**config.mk**
```make
export PLATFORM = sky130hd
export DESIGN_NAME = seq_tx_flat
export DESIGN_NICKNAME = d
export VERILOG_FILES = /design/src/rtl/seq_tx_pkg.sv /design/src/rtl/seq_tx_if.sv /design/src/rtl/tx_shift_reg.sv /design/src/rtl/seq_tx.sv /design/src/flat_wrapper.sv
export SDC_FILE = /design/constraint.sdc
export NUM_CORES = 1
export LEC_CHECK = 0
export CAP_MARGIN = 20
export CORE_MARGIN = 2
export CORE_UTILIZATION = 56
export CTS_BUF_LIST = sky130_fd_sc_hd__clkbuf_4 sky130_fd_sc_hd__clkbuf_8
export DETAILED_ROUTE_END_ITERATION = 8
export PLACE_DENSITY_LB_ADDON = 0.25
export SETUP_SLACK_MARGIN = 0.05
export SLEW_MARGIN = 25
export SYNTH_ARGS = -nofsm -noshare
export SYNTH_HDL_FRONTEND = slang
export SYNTH_SLANG_ARGS = --single-unit
```
**constraint.sdc**
```tcl
create_clock -name clk -period 4.2 [get_ports clk]
set_clock_uncertainty 0.2 [all_clocks]
set_input_delay 0.84 -clock clk [delete_from_list [all_inputs] [get_ports clk]]
set_output_delay 0.84 -clock clk [all_outputs]
set_load 0.01 [all_outputs]
```
**src/rtl/seq_tx_pkg.sv**
```systemverilog
// Shared encodings and constants for the seq_tx serializer.
// The preamble constant and PRE state exist only when SEQ_TX_PREAMBLE_EN is defined.
package seq_tx_pkg;

    localparam logic [1:0] ST_IDLE = 2'b00;
`ifdef SEQ_TX_PREAMBLE_EN
    localparam logic [1:0] ST_PRE  = 2'b01;
    localparam logic [3:0] PREAMBLE = 4'b1001;
`endif
    localparam logic [1:0] ST_DATA = 2'b10;
    localparam logic [1:0] ST_GAP  = 2'b11;

    localparam int PRE_LEN = 4;

    // Counter spans the longer of payload and preamble, plus one for the terminal value.
    function automatic int cnt_width(input int data_w);
        int span;
        span = (data_w > PRE_LEN) ? data_w : PRE_LEN;
        return $clog2(span + 1);
    endfunction

endpackage

```
**src/rtl/seq_tx_if.sv**
```systemverilog
// Producer-side handshake and serial line outputs of seq_tx.
interface seq_tx_if #(
    parameter int DATA_W = 8
);
    logic [DATA_W-1:0] data_in;
    logic              valid;
    logic              ready;
    logic              out;
    logic              busy;
    logic              done;

    modport master (output data_in, valid, input ready, out, busy, done);
    modport slave  (input data_in, valid, output ready, out, busy, done);
endinterface

```
**src/rtl/tx_shift_reg.sv**
```systemverilog
// Load/shift datapath feeding the serial line MSB first.
module tx_shift_reg #(
    parameter int DATA_W = 8
) (
    input  logic              clk,
    input  logic              rst,
    input  logic              load,
    input  logic              shift,
    input  logic [DATA_W-1:0] d,
    output logic              msb
);
    logic [DATA_W-1:0] q;

    always_ff @(posedge clk) begin
        if (rst) begin
            q <= '0;
        end else if (load) begin
            q <= d;
        end else if (shift) begin
            q <= q << 1;
        end
    end

    assign msb = q[DATA_W-1];
endmodule

```
**src/rtl/seq_tx.sv**
```systemverilog
// Framed serial transmitter: handshake in, registered MSB-first bit stream out.
// Define SEQ_TX_PREAMBLE_EN to prefix every frame with the 1001 preamble.
//
// state | meaning
// IDLE  | waiting for valid; ready high
// PRE   | driving preamble bits (preamble builds only)
// DATA  | driving payload bits MSB first
// GAP   | driving IDLE_BIT for GAP_LEN cycles
module seq_tx
    import seq_tx_pkg::*;
#(
    parameter int   DATA_W   = 8,
    parameter int   GAP_LEN  = 1,
    parameter logic IDLE_BIT = 1'b0
) (
    input logic    clk,
    input logic    rst,
    seq_tx_if.slave bus
);
    localparam int CNT_W = cnt_width(DATA_W);

    logic [1:0]        state;
    logic [CNT_W-1:0]  cnt;
    logic [3:0]        gap_cnt;
    logic              out_bit;
    logic              done_bit;
    logic              accept;
    logic              shift;
    logic              msb;
    logic              cnt_zero;
    logic [DATA_W-1:0] load_word;

    assign bus.ready = (state == ST_IDLE) && !rst;
    assign bus.busy  = (state != ST_IDLE);
    assign bus.out   = out_bit;
    assign bus.done  = done_bit;
    assign accept    = bus.valid && bus.ready;
    assign cnt_zero  = (cnt == '0);

`ifdef SEQ_TX_PREAMBLE_EN
    logic [1:0] pre_idx;
    assign pre_idx   = cnt[1:0] - 2'd1;
    assign load_word = bus.data_in;
    assign shift     = ((state == ST_PRE) && cnt_zero) || ((state == ST_DATA) && !cnt_zero);
`else
    // The MSB goes straight to the line at acceptance, so the register starts one bit ahead.
    assign load_word = bus.data_in << 1;
    assign shift     = (state == ST_DATA) && !cnt_zero;
`endif

    tx_shift_reg #(.DATA_W(DATA_W)) u_shift (
        .clk   (clk),
        .rst   (rst),
        .load  (accept),
        .shift (shift),
        .d     (load_word),
        .msb   (msb)
    );

    always_ff @(posedge clk) begin
        if (rst) begin
            state    <= ST_IDLE;
            cnt      <= '0;
            gap_cnt  <= '0;
            out_bit  <= IDLE_BIT;
            done_bit <= 1'b0;
        end else begin
            done_bit <= 1'b0;
            case (state)
                ST_IDLE: begin
                    if (accept) begin
`ifdef SEQ_TX_PREAMBLE_EN
                        state   <= ST_PRE;
                        cnt     <= CNT_W'(PRE_LEN - 1);
                        out_bit <= PREAMBLE[3];
`else
                        state    <= ST_DATA;
                        cnt      <= CNT_W'(DATA_W - 1);
                        out_bit  <= bus.data_in[DATA_W-1];
                        done_bit <= (DATA_W == 1);
`endif
                    end
                end
`ifdef SEQ_TX_PREAMBLE_EN
                ST_PRE: begin
                    if (cnt_zero) begin
                        state    <= ST_DATA;
                        cnt      <= CNT_W'(DATA_W - 1);
                        out_bit  <= msb;
                        done_bit <= (DATA_W == 1);
                    end else begin
                        cnt     <= cnt - 1'b1;
                        out_bit <= PREAMBLE[pre_idx];
                    end
                end
`endif
                ST_DATA: begin
                    if (cnt_zero) begin
                        out_bit <= IDLE_BIT;
                        cnt     <= '0;
                        if (GAP_LEN == 0) begin
                            state <= ST_IDLE;
                        end else begin
                            state   <= ST_GAP;
                            gap_cnt <= 4'(GAP_LEN - 1);
                        end
                    end else begin
                        cnt      <= cnt - 1'b1;
                        out_bit  <= msb;
                        done_bit <= (cnt == CNT_W'(1));
                    end
                end
                ST_GAP: begin
                    if (gap_cnt == '0) begin
                        state <= ST_IDLE;
                        cnt   <= '0;
                    end else begin
                        gap_cnt <= gap_cnt - 1'b1;
                    end
                end
                default: state <= ST_IDLE;
            endcase
        end
    end
endmodule

```
**src/flat_wrapper.sv**
```systemverilog
// flat-port wrapper written by rule: the top's interface ports become plain ports
module seq_tx_flat import seq_tx_pkg::*;
#(
    parameter int   DATA_W   = 8,
    parameter int   GAP_LEN  = 1,
    parameter logic IDLE_BIT = 1'b0
)
  (clk, rst, bus_data_in, bus_valid, bus_ready, bus_out, bus_busy, bus_done);
  seq_tx_if #(.DATA_W(DATA_W)) bus_i ();
  input logic clk;
  input logic rst;
  input wire logic [$bits(bus_i.data_in)-1:0] bus_data_in;
  input wire logic [$bits(bus_i.valid)-1:0] bus_valid;
  output wire logic [$bits(bus_i.ready)-1:0] bus_ready;
  output wire logic [$bits(bus_i.out)-1:0] bus_out;
  output wire logic [$bits(bus_i.busy)-1:0] bus_busy;
  output wire logic [$bits(bus_i.done)-1:0] bus_done;
  assign bus_i.data_in = bus_data_in;
  assign bus_i.valid = bus_valid;
  assign bus_ready = bus_i.ready;
  assign bus_out = bus_i.out;
  assign bus_busy = bus_i.busy;
  assign bus_done = bus_i.done;
  seq_tx #(.DATA_W(DATA_W), .GAP_LEN(GAP_LEN), .IDLE_BIT(IDLE_BIT)) u_core (.clk(clk), .rst(rst), .bus(bus_i));
endmodule
```
; After elaboration in Yosys (flattened, before gate mapping)
; Cells that the tools add are included.
[classes]
add_sub_neg = 2
n_eq_ne = 7
n_mux = 16
bitwise_logic = 1
n_reduce_logical = 18
[op_table]
columns = op, n
row1 = 4-bit two-way mux, 5
row2 = 8-bit two-way mux, 2
row3 = 4-bit case mux with 3 select lines, 1
row4 = 3-bit AND reduction, 3
row5 = 4-bit logical NOT, 2
row6 = 4-bit case mux with 2 select lines, 1
row7 = 2-bit nonzero test, 4
row8 = 4-bit by 1-bit subtractor with 4-bit output (second input constant), 2
row9 = 2-bit two-way mux, 3
row10 = 2-bit by 1-bit inequality test with 1-bit output (second input constant), 3
row11 = 2-bit case mux with 3 select lines, 1
row12 = 2-bit == test (second input constant), 2
row13 = 4-bit by 1-bit == test with 1-bit output (second input constant), 1
row14 = 1-bit logical AND, 3
row15 = 3-bit nonzero test, 1
row16 = 3-bit OR reduction, 1
row17 = 1-bit logical NOT, 2
row18 = 2-bit logical NOT, 1
row19 = 1-bit two-way mux, 2
row20 = 2-bit inequality test (second input constant), 1
row21 = 1-bit case mux with 2 select lines, 1
row22 = 2-bit AND reduction, 1
row23 = 1-bit inverter, 1
[totals]
reg_bits = 19
in_bits = 11
output_inout_bits = 4

; Logic depth before layout (Yosys ltp)
[depth]
word_depth = 5
mapped_depth = 5
depth_no_buf = 5

; Cells and area by module
; Synthesis repeated with hierarchy kept, for this count alone.
[unflattened]
hier_cells = 116
area_unflattened_um2 = 1028.5
[modules_own_cells]
columns = module, n_inst, cells_per_inst, area_per_inst_um2
row1 = seq_tx, 1, 81, 659.4
row2 = tx_shift_reg, 1, 35, 369.1

; Worst setup path before layout
; OpenSTA, ideal clock, no wires.
[synth_path]
path_type = input-to-output
from = input rst
to = output bus_ready
t_arrival_ps = 1274
t_required_ps = 3160
path_slack_ps = 1886
stages = 2
n_path_buf = 1
cell_sequence = clkbuf_1 -> nor2_1
[synth_via]
elab_chain_len = 2
[synth_rtl]
columns = element, line_no
row1 = from (decl), flat_wrapper.sv:11  ; input logic rst;
row2 = 1-bit logical NOT, seq_tx.sv:33  ; assign bus.ready = (state == ST_IDLE) && !rst;
row3 = 1-bit logical AND, seq_tx.sv:33
row4 = to (decl), flat_wrapper.sv:14  ; output wire logic [$bits(bus_i.ready)-1:0] bus_ready;
; Every way passes these cells.

; Worst setup path in the final report
; Ends and elaborated chain as after synthesis.

==> metrics.txt <==
Psw 0.000112 W; sequential share of power 54.7%; CP cell instances clkdlybuf4s50_1 > nor2_1 > clkdlybuf4s50_1; cts hold-fix bufs 0; CTS tree yes; cell repeated most along the worst path clkdlybuf4s50_1; Worst setup SP type input port; GP Congestion 0.759; Syn Std Cell Area 988 um2; Nets 136; Finished Cell Area 0.00113 mm2; RSZ-0062 raised after global routing false; Setup CP Type in -> out; via count of the first global-routing pass 821; router iterations before antenna repair 4; Synth Area per Inst 8.60 um2; WHS Path Cells 2; slowest stage cell, crit path clkdlybuf4s50_1; later-pin clock latency in the skew report 300 ps; die width 46.0 um; clock period minus final worst setup slack 3240 ps; ys flop type dfxtp_1; Buffers on Ports 14; Setup TNS Final 0 ps; die area 0.00212 mm2; die height 46.0 um; Final ANT Viol Nets 0; Synth area leader dfxtp_1; relative slew slack 44.0%; register area 380 um2; # diodes 0; most frequent cell after synthesis dfxtp_1; R2R depth 3; Top Ports 15; Synth Warn # 0; placed instance area 0.00110 mm2; CP Data Arrival Time 2200 ps; critical path required time 3160 ps; combinational share of power 20.4%; hold violation total from the final report 0; row cnt 15; fmax 309 MHz; WP depth 3; Post-Syn Nets 127; Critical path buffers and inverters 2; max_cap viols 0; share of cells above drive strength 1 8.13%; Num CTS Buffers 3; max-slew violations 0; Root Buffer clkbuf_4; filler cell count 160; Netlist cell types 37; Leak 0.387 nW; crit-path leading delay family buffers and inverters; Sink Count 19; HP Class reg -> reg; Post-Route WL 2050 um; initial antenna violation count 0; final setup vio count 0; Synth Register Bits 19; CP max FO 11; CTS H-tree lvls 1; Commonest cells post-synth dfxtp_1, o21ai_0, a21oi_1; worst vdd ir 0.000165 V; Worst Setup End Kind output pin; Cell Pwr Density 332 mW/mm2; Period Utilization, post-route 77.1%; global-route wire length before repair 3510 um; ys async rst share 0%; All-Layer GR Usage 22.7%; Resize count post-CTS 0; largest net degree at the start of global routing 14; Gate Count Post-Synth 115; Vias 884; HPWL after detailed placement 1400 um; clock share of power 24.9%; initial core utilization 58.5%; sequential area share after synthesis 38.5%; Worst Tran Pin Value 838 ps; Post-synth EDFFs 0; Layout area overhead 14.2%; vias per cell 6.31; dominant cells by area after synthesis dfxtp_1, o21ai_0, a31oi_1, a21oi_1, nor4b_4; CP max stage delay 630 ps; DRC viols 0; area taken by multi-input logic gates 544 um2; wire length per cell 14.6 um; Post-CTS Setup Inserts 0; Int Pwr 0.000264 W; total grt overflow 0; Clock Pin Slew Worst Setup and Hold Paths 120 ps; Net Sw Frac 29.7%; Clock Path Buffers 2; Iter 0 DRT Violations 33; status complete, no violations; Synth top area share 38.5%; core area 0.00169 mm2
[cell families (layout without fill, tap and decap cells)]
| logic type | after synthesis | in the layout | share of synthesized area, % |
|---|---|---|---|
| buffers and inverters | 14 | 22 | 6.45 |
| adders and majority gates | 1 | 1 | 1.27 |
| muxes | 2 | 2 | 2.15 |
| DFF | 19 | 19 | 38.5 |
| and+or+nand+nor | 30 | 30 | 21.3 |
| AOI/OAI and AO/OA | 49 | 49 | 30.4 |
[worst reg2reg max path: cells and delay by family (launching register included)]
kind            cells  cell delay (ps)
compound gates      2              470
flops               1              560
simple gates        1              730
[sequential cells by signal (all words and copies together), names as in the netlist]
register          cells
u_core.bus.done       1
u_core.bus.out        1
u_core.cnt            4
u_core.gap_cnt        4
u_core.state          2
u_core.u_shift.q      7
[per-layer routing]
layer | global-route usage [%] | wire length, um | vias up | part of all wire, %
met3 | 5.16 | 93 | 4 | 4.5
met4 | 8.57 | 21 | 0 | 1.0
met5 | 0 | 0 | - | 0
met2 | 32.5 | 920 | 22 | 45
li1 | - | - | 445 | -
met1 | 32.6 | 1010 | 413 | 49
[power groups by stage]
stage / logic (W) / registers [W] / clock network (W)
floorplan: 0.0000608 / 0.000200 / 0
global placement: 0.0000743 / 0.000208 / 0
detailed placement: 0.0000758 / 0.000209 / 0
CTS: 0.0000764 / 0.000205 / 0.0000966
global route: 0.0000838 / 0.000207 / 0.000105
finish: 0.0000766 / 0.000205 / 0.0000934
[layout make-up]
type | count | share of cell area (%)
repair buffers | 14 | 12.4
clock buffers | 3 | 2.00
flip-flops and latches | 19 | 33.7
multi-input cells | 82 | 48.2
inverters | 4 | 1.33
well taps | 17 | 1.88
clock inverters | 1 | 0.443
[through the flow]
| step | hold slack [ps] | instances | setup slack, ps | total power, W | util, % |
|---|---|---|---|---|---|
| 3_3_place_gp | 260 | 136 | 1010 | 0.000282 | 65.2 |
| 6_report | 285 | 140 | 961 | 0.000375 | 66.8 |
| 3_5_place_dp | 267 | 136 | 964 | 0.000285 | 65.2 |
| 5_1_grt | 317 | 140 | 922 | 0.000396 | 66.8 |
| 2_1_floorplan | 238 | 115 | 1890 | 0.000261 | - |
| 4_1_cts | 289 | 140 | 956 | 0.000378 | 66.8 |
[cell usage in the layout, fill, tap and decap left out]
master	count
or3_4	1
nor3_1	1
or4b_1	1
nand3_1	4
a311oi_1	1
ha_1	1
a211oi_1	1
mux2i_1	1
o211ai_1	2
inv_1	4
o21ba_2	1
or2_2	1
o21ai_0	17
nor3b_1	1
mux2_1	1
nand2b_1	1
dfxtp_1	19
nor4_2	1
o32ai_2	1
o22a_1	1
a21oi_1	11
and2_1	1
clkdlybuf4s50_1	14
a21boi_0	1
or4_1	2
or4bb_1	1
nor4b_1	2
nor2_1	4
nor4b_4	1
or3_1	2
nand2_1	3
a31oi_1	9
o21a_1	2
clkbuf_4	3
o31ai_1	2
nor2b_1	3
clkinv_2	1
[worst paths after layout]
check                           start              to  slack, ps
hold reg to reg   u_core.u_shift.q[7]  u_core.bus.out        290
setup reg to reg      u_core.state[1]   u_core.cnt[2]       2150
setup / recovery                  rst       bus_ready        960
hold / removal    u_core.u_shift.q[7]  u_core.bus.out        290
Power figures use the tool's default switching activity.
